[config.mk]
export PLATFORM = sky130hd
export DESIGN_NAME = lamp_serializer
export DESIGN_NICKNAME = d
export VERILOG_FILES = /design/src/rtl/lamp_serializer.sv
export SDC_FILE = /design/constraint.sdc
export NUM_CORES = 1
export LEC_CHECK = 0
export BUFFER_PORTS_ARGS = -buffer_cell sky130_fd_sc_hd__buf_2
export CAP_MARGIN = 20
export CORE_MARGIN = 1.5
export CORE_UTILIZATION = 55
export CTS_CLUSTER_SIZE = 28
export DETAILED_ROUTE_END_ITERATION = 8
export PLACE_DENSITY_LB_ADDON = 0.25
export SYNTH_ARGS = -nofsm -noshare
export SYNTH_HDL_FRONTEND = slang
export SYNTH_SLANG_ARGS = --single-unit
[constraint.sdc]
create_clock -name clk -period 5.1 [get_ports clk]
set_clock_uncertainty 0.15 [all_clocks]
set_input_delay 0 -clock clk [delete_from_list [all_inputs] [get_ports clk]]
set_output_delay 0 -clock clk [all_outputs]
set_load 0.02 [all_outputs]
[src/rtl/lamp_serializer.sv]
`default_nettype none
// ============================================================================
// lamp_serializer : ships the parallel lamp vector to a SIPO lamp-driver chain
//                   over sdo/sclk/latch whenever it differs from what is latched
// Revision        : 1.0
// ============================================================================
module lamp_serializer #(
    parameter int MX_LP   = 16,
    parameter int SCK_DIV = 2
) (
    input  logic             clk,
    input  logic             rst_n,
    input  logic [MX_LP-1:0] lp_in,
    input  logic             clr_ovf,
    output logic             sdo,
    output logic             sclk,
    output logic             latch,
    output logic             busy,
    output logic             ovf,
    output logic [7:0]       frame_cnt
);

    localparam int BIT_W = (MX_LP > 1) ? $clog2(MX_LP) : 1;
    localparam int DIV_W = $clog2(2 * SCK_DIV);

    localparam logic [BIT_W-1:0] BIT_TOP  = BIT_W'(MX_LP - 1);
    localparam logic [DIV_W-1:0] DIV_HALF = DIV_W'(SCK_DIV - 1);
    localparam logic [DIV_W-1:0] DIV_LAST = DIV_W'(2 * SCK_DIV - 1);

    typedef enum logic [1:0] {
        IDLE  = 2'd0,
        SHIFT = 2'd1,
        LATCH = 2'd2
    } state_t;

    state_t           state, state_n;
    logic [MX_LP-1:0] shadow, shadow_n;
    logic [MX_LP-1:0] last_sent, last_sent_n;
    logic [MX_LP-1:0] lp_q;
    logic [BIT_W-1:0] bit_cnt, bit_cnt_n;
    logic [DIV_W-1:0] div_cnt, div_cnt_n;
    logic             pending, pending_n;
    logic             sdo_n, sclk_n, latch_n, busy_n, ovf_n;
    logic [7:0]       frame_cnt_n;
    logic             lp_chg;
    logic             ovf_set;

    always_ff @(posedge clk) begin
        if (!rst_n) begin
            state     <= IDLE;
            shadow    <= '0;
            last_sent <= '0;
            lp_q      <= '0;
            bit_cnt   <= '0;
            div_cnt   <= '0;
            pending   <= 1'b0;
            sdo       <= 1'b0;
            sclk      <= 1'b0;
            latch     <= 1'b0;
            busy      <= 1'b0;
            ovf       <= 1'b0;
            frame_cnt <= 8'd0;
        end else begin
            state     <= state_n;
            shadow    <= shadow_n;
            last_sent <= last_sent_n;
            lp_q      <= lp_in;
            bit_cnt   <= bit_cnt_n;
            div_cnt   <= div_cnt_n;
            pending   <= pending_n;
            sdo       <= sdo_n;
            sclk      <= sclk_n;
            latch     <= latch_n;
            busy      <= busy_n;
            ovf       <= ovf_n;
            frame_cnt <= frame_cnt_n;
        end
    end

    always_comb begin
        state_n     = state;
        shadow_n    = shadow;
        last_sent_n = last_sent;
        bit_cnt_n   = bit_cnt;
        div_cnt_n   = div_cnt;
        pending_n   = pending;
        sdo_n       = sdo;
        sclk_n      = sclk;
        latch_n     = latch;
        busy_n      = busy;
        ovf_n       = ovf;
        frame_cnt_n = frame_cnt;
        ovf_set     = 1'b0;

        // Input movement while a frame is on the wire: second change loses a pattern
        lp_chg = busy && (lp_in != lp_q);
        if (lp_chg) begin
            if (pending) begin
                ovf_set = 1'b1;
            end
            pending_n = 1'b1;
        end
        if (clr_ovf) begin
            ovf_n = 1'b0;
        end
        if (ovf_set) begin
            ovf_n = 1'b1;
        end

        case (state)
            IDLE: begin
                if (lp_in != last_sent) begin
                    shadow_n  = lp_in;
                    sdo_n     = lp_in[MX_LP-1];
                    bit_cnt_n = BIT_TOP;
                    div_cnt_n = '0;
                    sclk_n    = 1'b0;
                    busy_n    = 1'b1;
                    pending_n = 1'b0;
                    state_n   = SHIFT;
                end
            end
            SHIFT: begin
                div_cnt_n = div_cnt + 1'b1;
                if (div_cnt == DIV_HALF) begin
                    sclk_n = 1'b1;
                end
                if (div_cnt == DIV_LAST) begin
                    sclk_n    = 1'b0;
                    div_cnt_n = '0;
                    if (bit_cnt != '0) begin
                        bit_cnt_n = bit_cnt - 1'b1;
                        sdo_n     = shadow[bit_cnt - 1'b1];
                    end else begin
                        latch_n = 1'b1;
                        state_n = LATCH;
                    end
                end
            end
            LATCH: begin
                div_cnt_n = div_cnt + 1'b1;
                if (div_cnt == DIV_HALF) begin
                    div_cnt_n   = '0;
                    latch_n     = 1'b0;
                    busy_n      = 1'b0;
                    last_sent_n = shadow;
                    frame_cnt_n = frame_cnt + 8'd1;
                    state_n     = IDLE;
                end
            end
            default: begin
                state_n = IDLE;
            end
        endcase
    end

endmodule
`default_nettype wire

==> results of run 1 <==
==> layer usage <==
metal | part of all wire [%] | vias up | track usage (%) | wire (um)
li1 | - | 1306 | - | -
met2 | 46 | 61 | 40.0 | 3230
met4 | 2.2 | 0 | 9.46 | 159
met1 | 48 | 1210 | 31.4 | 3390
met3 | 4.3 | 13 | 5.98 | 307
met5 | 0 | - | 0 | 0
==> worst min-delay path, stage by stage <==
cell	delay (ns)
sky130_fd_sc_hd__buf_2	0.30
sky130_fd_sc_hd__nand2_1	0.13
sky130_fd_sc_hd__mux2i_1	0.06
==> cells by family (layout without fill, tap and decap cells) <==
logic type	after synthesis	count (layout)
compound gates	68	68
xor+xnor	39	39
fa+ha+maj	9	9
buf+inv	46	96
flops	70	70
mux	10	10
simple gates	119	119
==> sequential cells by signal, summed over array words and instances, names as in the netlist <==
signal,flops
latch,1
frame_cnt,8
shadow,16
busy,1
div_cnt,2
bit_cnt,4
lp_q,16
last_sent,16
pending,1
sclk,1
ovf,1
state,2
sdo,1
==> power groups by stage <==
stage          clock [mW]  sequential [mW]  combinational (mW)
6_report            0.426            0.725               0.493
3_5_place_dp            0            0.736               0.482
4_1_cts             0.434            0.723               0.495
2_1_floorplan           0            0.709               0.382
5_1_grt             0.463            0.736               0.549
3_3_place_gp            0            0.733               0.468
==> cell usage after synthesis (2+ instances only) <==
master | n | area share, %
sky130_fd_sc_hd__o21ai_1 | 7 | 1.1
sky130_fd_sc_hd__mux4_1 | 4 | 3.3
sky130_fd_sc_hd__or3_1 | 2 | 0.40
sky130_fd_sc_hd__mux2i_1 | 4 | 1.3
sky130_fd_sc_hd__clkbuf_1 | 10 | 1.2
sky130_fd_sc_hd__o31ai_1 | 2 | 0.48
sky130_fd_sc_hd__ha_1 | 9 | 3.6
sky130_fd_sc_hd__nor4_1 | 8 | 1.6
sky130_fd_sc_hd__nor4_2 | 2 | 0.79
sky130_fd_sc_hd__nor3_1 | 2 | 0.32
sky130_fd_sc_hd__buf_2 | 2 | 0.32
sky130_fd_sc_hd__a21oi_1 | 43 | 6.8
sky130_fd_sc_hd__a2111oi_0 | 2 | 0.55
sky130_fd_sc_hd__xnor2_1 | 2 | 0.55
sky130_fd_sc_hd__nand4_1 | 8 | 1.6
sky130_fd_sc_hd__buf_1 | 2 | 0.24
sky130_fd_sc_hd__nor2_1 | 26 | 3.1
sky130_fd_sc_hd__xor2_1 | 37 | 10
sky130_fd_sc_hd__nand3_1 | 3 | 0.48
sky130_fd_sc_hd__o21ai_0 | 3 | 0.48
sky130_fd_sc_hd__dfxtp_1 | 70 | 44
sky130_fd_sc_hd__inv_1 | 30 | 3.6
sky130_fd_sc_hd__nand2_1 | 62 | 7.4
==> through the flow <==
stage	util (%)	instance area, um^2	total power, mW	setup slack (ns)	hold slack [ns]
5_1_grt	67.1	3700	1.75	2.26	0.0922
4_1_cts	67.1	3700	1.65	2.39	0.0390
6_report	67.1	3700	1.64	2.39	0.0583
2_1_floorplan	-	3160	1.09	2.61	-0.0384
3_5_place_dp	60.7	3340	1.22	2.39	0.106
3_3_place_gp	60.7	3340	1.20	2.49	0.107
==> cell type report <==
| class | count | area, um^2 | share of cell area (%) |
|---|---|---|---|
| clock buffers | 12 | 135 | 3.65 |
| clock inverters | 4 | 47.5 | 1.29 |
| inverters | 31 | 116 | 3.15 |
| multi-input cells | 245 | 1570 | 42.6 |
| flip-flops and latches | 70 | 1400 | 37.9 |
| well taps | 72 | 90.1 | 2.44 |
| repair buffers | 49 | 333 | 9.00 |
==> worst min path at each step <==
stage            endpoint  slack (ns)
2_1_floorplan     lp_q[0]       -0.04
3_3_place_gp      lp_q[8]        0.11
3_5_place_dp      lp_q[3]        0.11
4_1_cts        bit_cnt[1]        0.04
5_1_grt          lp_q[10]        0.09
6_report       bit_cnt[1]        0.06
==> timing repair <==
action	4_1_cts	5_1_grt
gates resized for setup	0	0
hold buffers	17	0
hold endpoints to repair	34	0
==> flow_summary_export.csv, run 1 <==
group,metric,value,unit
clock_tree,htreeDepth,3,
setup_path,cp-end-kind,"flip-flop",
timing,final.period_utilization,53.1,%
timing,fin_crit,2.71,ns
worst_hold_path,hold_path_origin,"rst_n",
global_routing,first_global_vias,2434,
pwr,cellPowerDensity,445,mW/mm^2
layout,synthToLayoutAreaGrowth,17.1,%
setup_path,regToRegStartpoint,"bit_cnt[0]",
run,drv.max_cap_violation_count,0,
timing,unrepaired_setup_endpoints_after_global_routing,"no",
place,final_gp_congestion,0.820,
logic_synthesis,synthCells,361,
logic_synthesis,synth_simple_gate_area_share,17.1,%
logic_synthesis,synth-edff-count,0,
timing,finalSetupTns,0,ns
pwr,power.leakage,1.68,nW
logic_synthesis,synth-xor-area-share,10.8,%
drt,detail_route.wirelength,7090,um
setup_path,critPathLaunch,"bit_cnt[0]",
setup_path,critPathMaxFanout,7,
logic_synthesis,count_of_different_cell_masters_after_synthesis,44,
layout,n_antenna_cell,0,
pwr,p_int,1.09,mW
setup_path,crit_family,"multiplexers",
timing,finalHoldViolCount,0,
timing,timing.max_slew.rel_slack,29.0,%
layout,final_common_cell,"sky130_fd_sc_hd__dfxtp_1",
drt,route.detailed.vias_per_inst,5.36,
layout,fillers,452,
logic_synthesis,syn_area,0.00316,mm^2
layout,finalNetCount,434,
setup_path,worst_ep_arrival_time,2.80,ns
global_routing,grt_first_pass_wirelength,11600,um
timing,final-max-slew-violation-count,0,
floorplan,floorplan.initialDensity,57.4,%
setup_path,cp-endpoint,"sdo",
floorplan,design.die.area,0.00621,mm^2
floorplan,floorplan.die.width,78.8,um
layout,final_layout_size_suffix_gt1_share,12.7,%
clock_tree,post-cts-setup-buffers,0,
setup_path,timing.critical_path.required,5.19,ns
status,run_status,"completed",
layout,layout.cells.non_filler,483,
logic_synthesis,synth-seq-area-share,44.4,%
place,buffer_ports.inserted,31,
logic_synthesis,synth.area.mux_share,5.78,%
drt,vias,2590,
global_routing,antenna_violations_before_repair,0,
floorplan,placeableCoreArea,0.00551,mm^2
logic_synthesis,yosysWarningCount,0,
logic_synthesis,synth_ff_type,"sky130_fd_sc_hd__dfxtp_1",
setup_path,timing.rr.end,"sdo",
pwr,net-switching-power,0.557,mW
setup_path,critical_path.startpoint_type,"flip-flop",
logic_synthesis,synth_compound_area_share,12.6,%
drt,drt_pass1_iterations,4,
logic_synthesis,synth_seq_cells,70,
drt,drc,0,
floorplan,die_h,78.8,um
drt,ant_nets,0,
place,dp.cells,450,
drt,post_drt_wl_per_cell,14.7,um
setup_path,slowest_delay,0.56,ns
pwr,peakVddDrop,0.340,mV
worst_hold_path,holdPathStages,3,
global_routing,grt_start_max_net_pins,32,
layout,most_frequent_cells_in_the_layout,"70 x sky130_fd_sc_hd__dfxtp_1, 62 x sky130_fd_sc_hd__nand2_1, 43 x sky130_fd_sc_hd__a21oi_1",
clock_tree,numCtsBuffers,9,
logic_synthesis,syn-num-nets,389,
timing,fmax,370,MHz
timing,final_number_of_setup_violating_endpoints,0,
pwr,share_comb_of_total_power,30.0,%
clock_tree,clkSinkCount,70,
global_routing,grt_usage,24.6,%
logic_synthesis,async_set_or_reset_flop_fraction_in_the_synthesized_netlist,0,%
logic_synthesis,synth_top_family_by_area,"simple AND/OR/NAND/NOR gates",
pwr,sequential_power_share,44.1,%
setup_path,r2r.worst_path.cells,6,
worst_hold_path,hold_path_class,"input port to flip-flop",
setup_path,critical_path.n_buffers_inverters,1,
setup_path,worst-path-stages,6,
floorplan,io_pins,32,
floorplan,floorplan.rows,27,
logic_synthesis,synthesis.area_per_instance,8.75,um^2
logic_synthesis,synth-adder-area-share,3.57,%
drt,detailedRoute.firstIterationViolations,128,
clock_tree,clock_latency,0.34,ns
clock_tree,clockBufferDepth,2,
clock_tree,cts_root_buf,"sky130_fd_sc_hd__clkbuf_8",
pwr,fraction_of_power_consumed_by_the_clock_network,25.9,%
setup_path,critPathKind,"flip-flop to flip-flop",
timing,tightest_slew,1.06,ns
global_routing,grt-ovfl-total,0,
place,dpl.hpwl,4600,um
setup_path,timing.critical_path.slowest_stage_cell,"sky130_fd_sc_hd__mux4_1",
clock_tree,clock_tree_from_tritoncts,"done",
setup_path,rrSetupSlack,2.39,ns
setup_path,crit_path_cell_trace,"inv_1, ha_1, mux4_1, mux4_2, mux2_4, o21a_1",
clock_tree,clk_pin_slew,0.07,ns
pwr,switching_share,33.9,%
(Power assumes the default switching activity.)
==> run 2, diff against run 1 <==
--- a/config.mk
+++ b/config.mk
@@ -8,7 +8,7 @@
 export BUFFER_PORTS_ARGS = -buffer_cell sky130_fd_sc_hd__buf_2
 export CAP_MARGIN = 20
 export CORE_MARGIN = 1.5
-export CORE_UTILIZATION = 55
+export CORE_UTILIZATION = 52
 export CTS_CLUSTER_SIZE = 28
 export DETAILED_ROUTE_END_ITERATION = 8
 export PLACE_DENSITY_LB_ADDON = 0.25
==> constraint.sdc (replaced) <==
create_clock -name clk -period 2.3 [get_ports clk]
set_clock_uncertainty 0.15 [all_clocks]
set_input_delay 0 -clock clk [delete_from_list [all_inputs] [get_ports clk]]
set_output_delay 0 -clock clk [all_outputs]
set_load 0.02 [all_outputs]
==> run 2 against run 1 <==
Against the previous run:
- the run now ends with setup timing left
- sequential share of layout area decreased by 1.1 points
- utilization shrank 2.3 points
- final cell count up 2.7%
- fmax grew 17%
- sequential power is 120% higher
- wire length increased by 2.5%
- via count increased by 2.3%
- global-route usage grew 0.29 points
- critical endpoint unchanged
- largest power group unchanged
==> flow_summary_export.csv, run 2 (same netlist as run 1, synthesis figures left out) <==
group,metric,value,unit
layout,final_common_cell,"sky130_fd_sc_hd__dfxtp_1",
setup_path,critical_path.n_buffers_inverters,1,
pwr,net-switching-power,1.31,mW
pwr,power.leakage,1.74,nW
layout,final_layout_size_suffix_gt1_share,16.6,%
setup_path,cp-end-kind,"flip-flop",
pwr,switching_share,33.6,%
floorplan,floorplan.die.width,80.9,um
pwr,cellPowerDensity,1020,mW/mm^2
layout,n_antenna_cell,0,
worst_hold_path,hold_path_origin,"rst_n",
clock_tree,cts_root_buf,"sky130_fd_sc_hd__clkbuf_8",
worst_hold_path,worstHoldEndpoint,"bit_cnt[1]",
setup_path,worst_ep_arrival_time,2.40,ns
status,run_status,"complete, but fails checks",
drt,detailedRoute.firstIterationViolations,167,
global_routing,grt_start_max_net_pins,31,
drt,detail_route.wirelength,7260,um
setup_path,worst_path_most_repeated_cell,"sky130_fd_sc_hd__mux4_2",
timing,final_number_of_setup_violating_endpoints,1,
setup_path,rrSetupSlack,-0.007,ns
clock_tree,clockBufferDepth,2,
drt,drt_pass1_iterations,5,
layout,finalCoreUtilization,64.8,%
layout,finalNetCount,444,
place,placed_area,0.00344,mm^2
timing,tightest_slew,0.632,ns
timing,unrepaired_setup_endpoints_after_global_routing,"yes",
setup_path,regToRegStartpoint,"bit_cnt[1]",
run,drv.max_cap_violation_count,0,
drt,post_drt_wl_per_cell,14.6,um
global_routing,grt_first_pass_wirelength,12000,um
setup_path,slowest_delay,0.48,ns
timing,timing.max_slew.rel_slack,57.8,%
setup_path,crit_path_cell_trace,"inv_1, ha_4, mux4_2, mux4_2, mux2_4, o21a_1",
timing,fin_crit,2.31,ns
global_routing,grt_usage,24.9,%
setup_path,timing.critical_path.slowest_stage_cell,"sky130_fd_sc_hd__mux4_2",
place,buffer_ports.inserted,31,
floorplan,placeableCoreArea,0.00589,mm^2
timing,finalHoldViolCount,0,
setup_path,critPathKind,"flip-flop to flip-flop",
pwr,p_int,2.58,mW
floorplan,floorplan.initialDensity,53.7,%
clock_tree,clk_pin_slew,0.08,ns
floorplan,io_pins,32,
clock_tree,numCtsBuffers,9,
global_routing,first_global_vias,2550,
clock_tree,htreeDepth,3,
timing,fmax,434,MHz
layout,biggest_regs,"last_sent x16, lp_q x16, shadow x16",
floorplan,design.die.area,0.00655,mm^2
layout,fillers,513,
setup_path,r2r.worst_path.cells,6,
timing,finalHoldWorstSlack,0.0446,ns
clock_tree,clkSinkCount,70,
clock_tree,post-cts-setup-buffers,0,
setup_path,critPathMaxFanout,2,
setup_path,critical_path.startpoint_type,"flip-flop",
worst_hold_path,hold_path_class,"input port to flip-flop",
drt,route.detailed.vias_per_inst,5.34,
drt,ant_nets,0,
place,dpl.hpwl,5120,um
pwr,sequential_power_share,41.3,%
drt,vias,2650,
place,final_gp_congestion,0.825,
layout,final_area,0.00381,mm^2
timing,final-max-slew-violation-count,0,
global_routing,antenna_violations_before_repair,0,
place,place_worst_setup_slack,-0.0117,ns
worst_hold_path,holdPathStages,4,
layout,most_frequent_cells_in_the_layout,"68 x sky130_fd_sc_hd__dfxtp_1, 62 x sky130_fd_sc_hd__nand2_1, 43 x sky130_fd_sc_hd__a21oi_1",
pwr,peakVddDrop,0.488,mV
drt,drc,0,
timing,minimum_setup_slack_in_the_final_design,-0.00678,ns
setup_path,timing.critical_path.required,2.39,ns
floorplan,die_h,80.9,um
clock_tree,clock_latency,0.34,ns
timing,final.period_utilization,100,%
pwr,fraction_of_power_consumed_by_the_clock_network,26.5,%
pwr,share_comb_of_total_power,32.3,%
global_routing,grt-ovfl-total,0,
setup_path,timing.rr.end,"sdo",
status,violations,"setup timing",
clock_tree,clock_tree_from_tritoncts,"done",
floorplan,floorplan.rows,28,
layout,synthToLayoutAreaGrowth,20.8,%
setup_path,crit_family,"multiplexers",
==> run 2: cell count changes in the layout (fill, tap and decap cells not counted), sizes merged <==
cell	change
buf	+10
clkbuf	-1
inv	+1
==> run 2: timing repair <==
item,4_1_cts,5_1_grt
hold buffers,17,0
endpoints found under the hold margin,34,0
gates resized for setup,1,0
endpoints found under the setup margin,1,1
pin swaps,1,0
==> run 2: how the worst max path moves through the flow <==
stage	from	slack, ns	end	cells past startpoint
after CTS	bit_cnt[0]	-0.01	sdo	6
after detailed placement	bit_cnt[1]	-0.01	sdo	6
after global placement	bit_cnt[1]	0.05	sdo	6
after global routing	bit_cnt[0]	-0.06	sdo	6
final	bit_cnt[1]	-0.007	sdo	6
after floorplan	bit_cnt[0]	-0.05	sdo	7
==> run 2: per-stage QoR <==
stage               instances  power, mW   TNS, ns
finish                    496       3.88  -0.00678
global route              496       4.13   -0.0610
CTS                       496       3.91   -0.0142
detailed placement        463       2.85   -0.0117
global placement          463       2.79         0
floorplan                 361       2.47   -0.0458
==> run 2: power groups by stage <==
| stage | Sequential (mW) | Clock [mW] | Combinational (mW) |
|---|---|---|---|
| final | 1.60 | 1.03 | 1.25 |
| after global routing | 1.62 | 1.11 | 1.40 |
| after CTS | 1.60 | 1.06 | 1.26 |
| after detailed placement | 1.63 | 0 | 1.23 |
| after global placement | 1.62 | 0 | 1.18 |
| after floorplan | 1.58 | 0 | 0.890 |
==> run 2: layer usage <==
layer  share of wire [%]  global-route usage, %  vias to the layer above
met5                   0                      0                        -
met4                0.73                   8.62                        0
met3                 4.7                   5.39                        6
met2                  51                   44.1                       71
met1                  44                   29.5                     1247
li1                    -                      -                     1326
==> run 2: final cells by class <==
class / instances / area (um^2) / area share (%)
Clock buffer: 11 / 151 / 3.97
Clock inverter: 5 / 56.3 / 1.48
Inverter: 31 / 119 / 3.12
Multi-Input combinational cell: 245 / 1580 / 41.5
Sequential cell: 70 / 1400 / 36.8
Tap cell: 75 / 93.8 / 2.46
Timing Repair Buffer: 59 / 408 / 10.7
==> run 2: worst register-to-register path, stage by stage, from the launching register on <==
cell,delay (ns)
sky130_fd_sc_hd__dfxtp_2,0.33
sky130_fd_sc_hd__inv_1,0.06
sky130_fd_sc_hd__ha_4,0.27
sky130_fd_sc_hd__mux4_2,0.48
sky130_fd_sc_hd__mux4_2,0.48
sky130_fd_sc_hd__mux2_4,0.27
sky130_fd_sc_hd__o21a_1,0.16
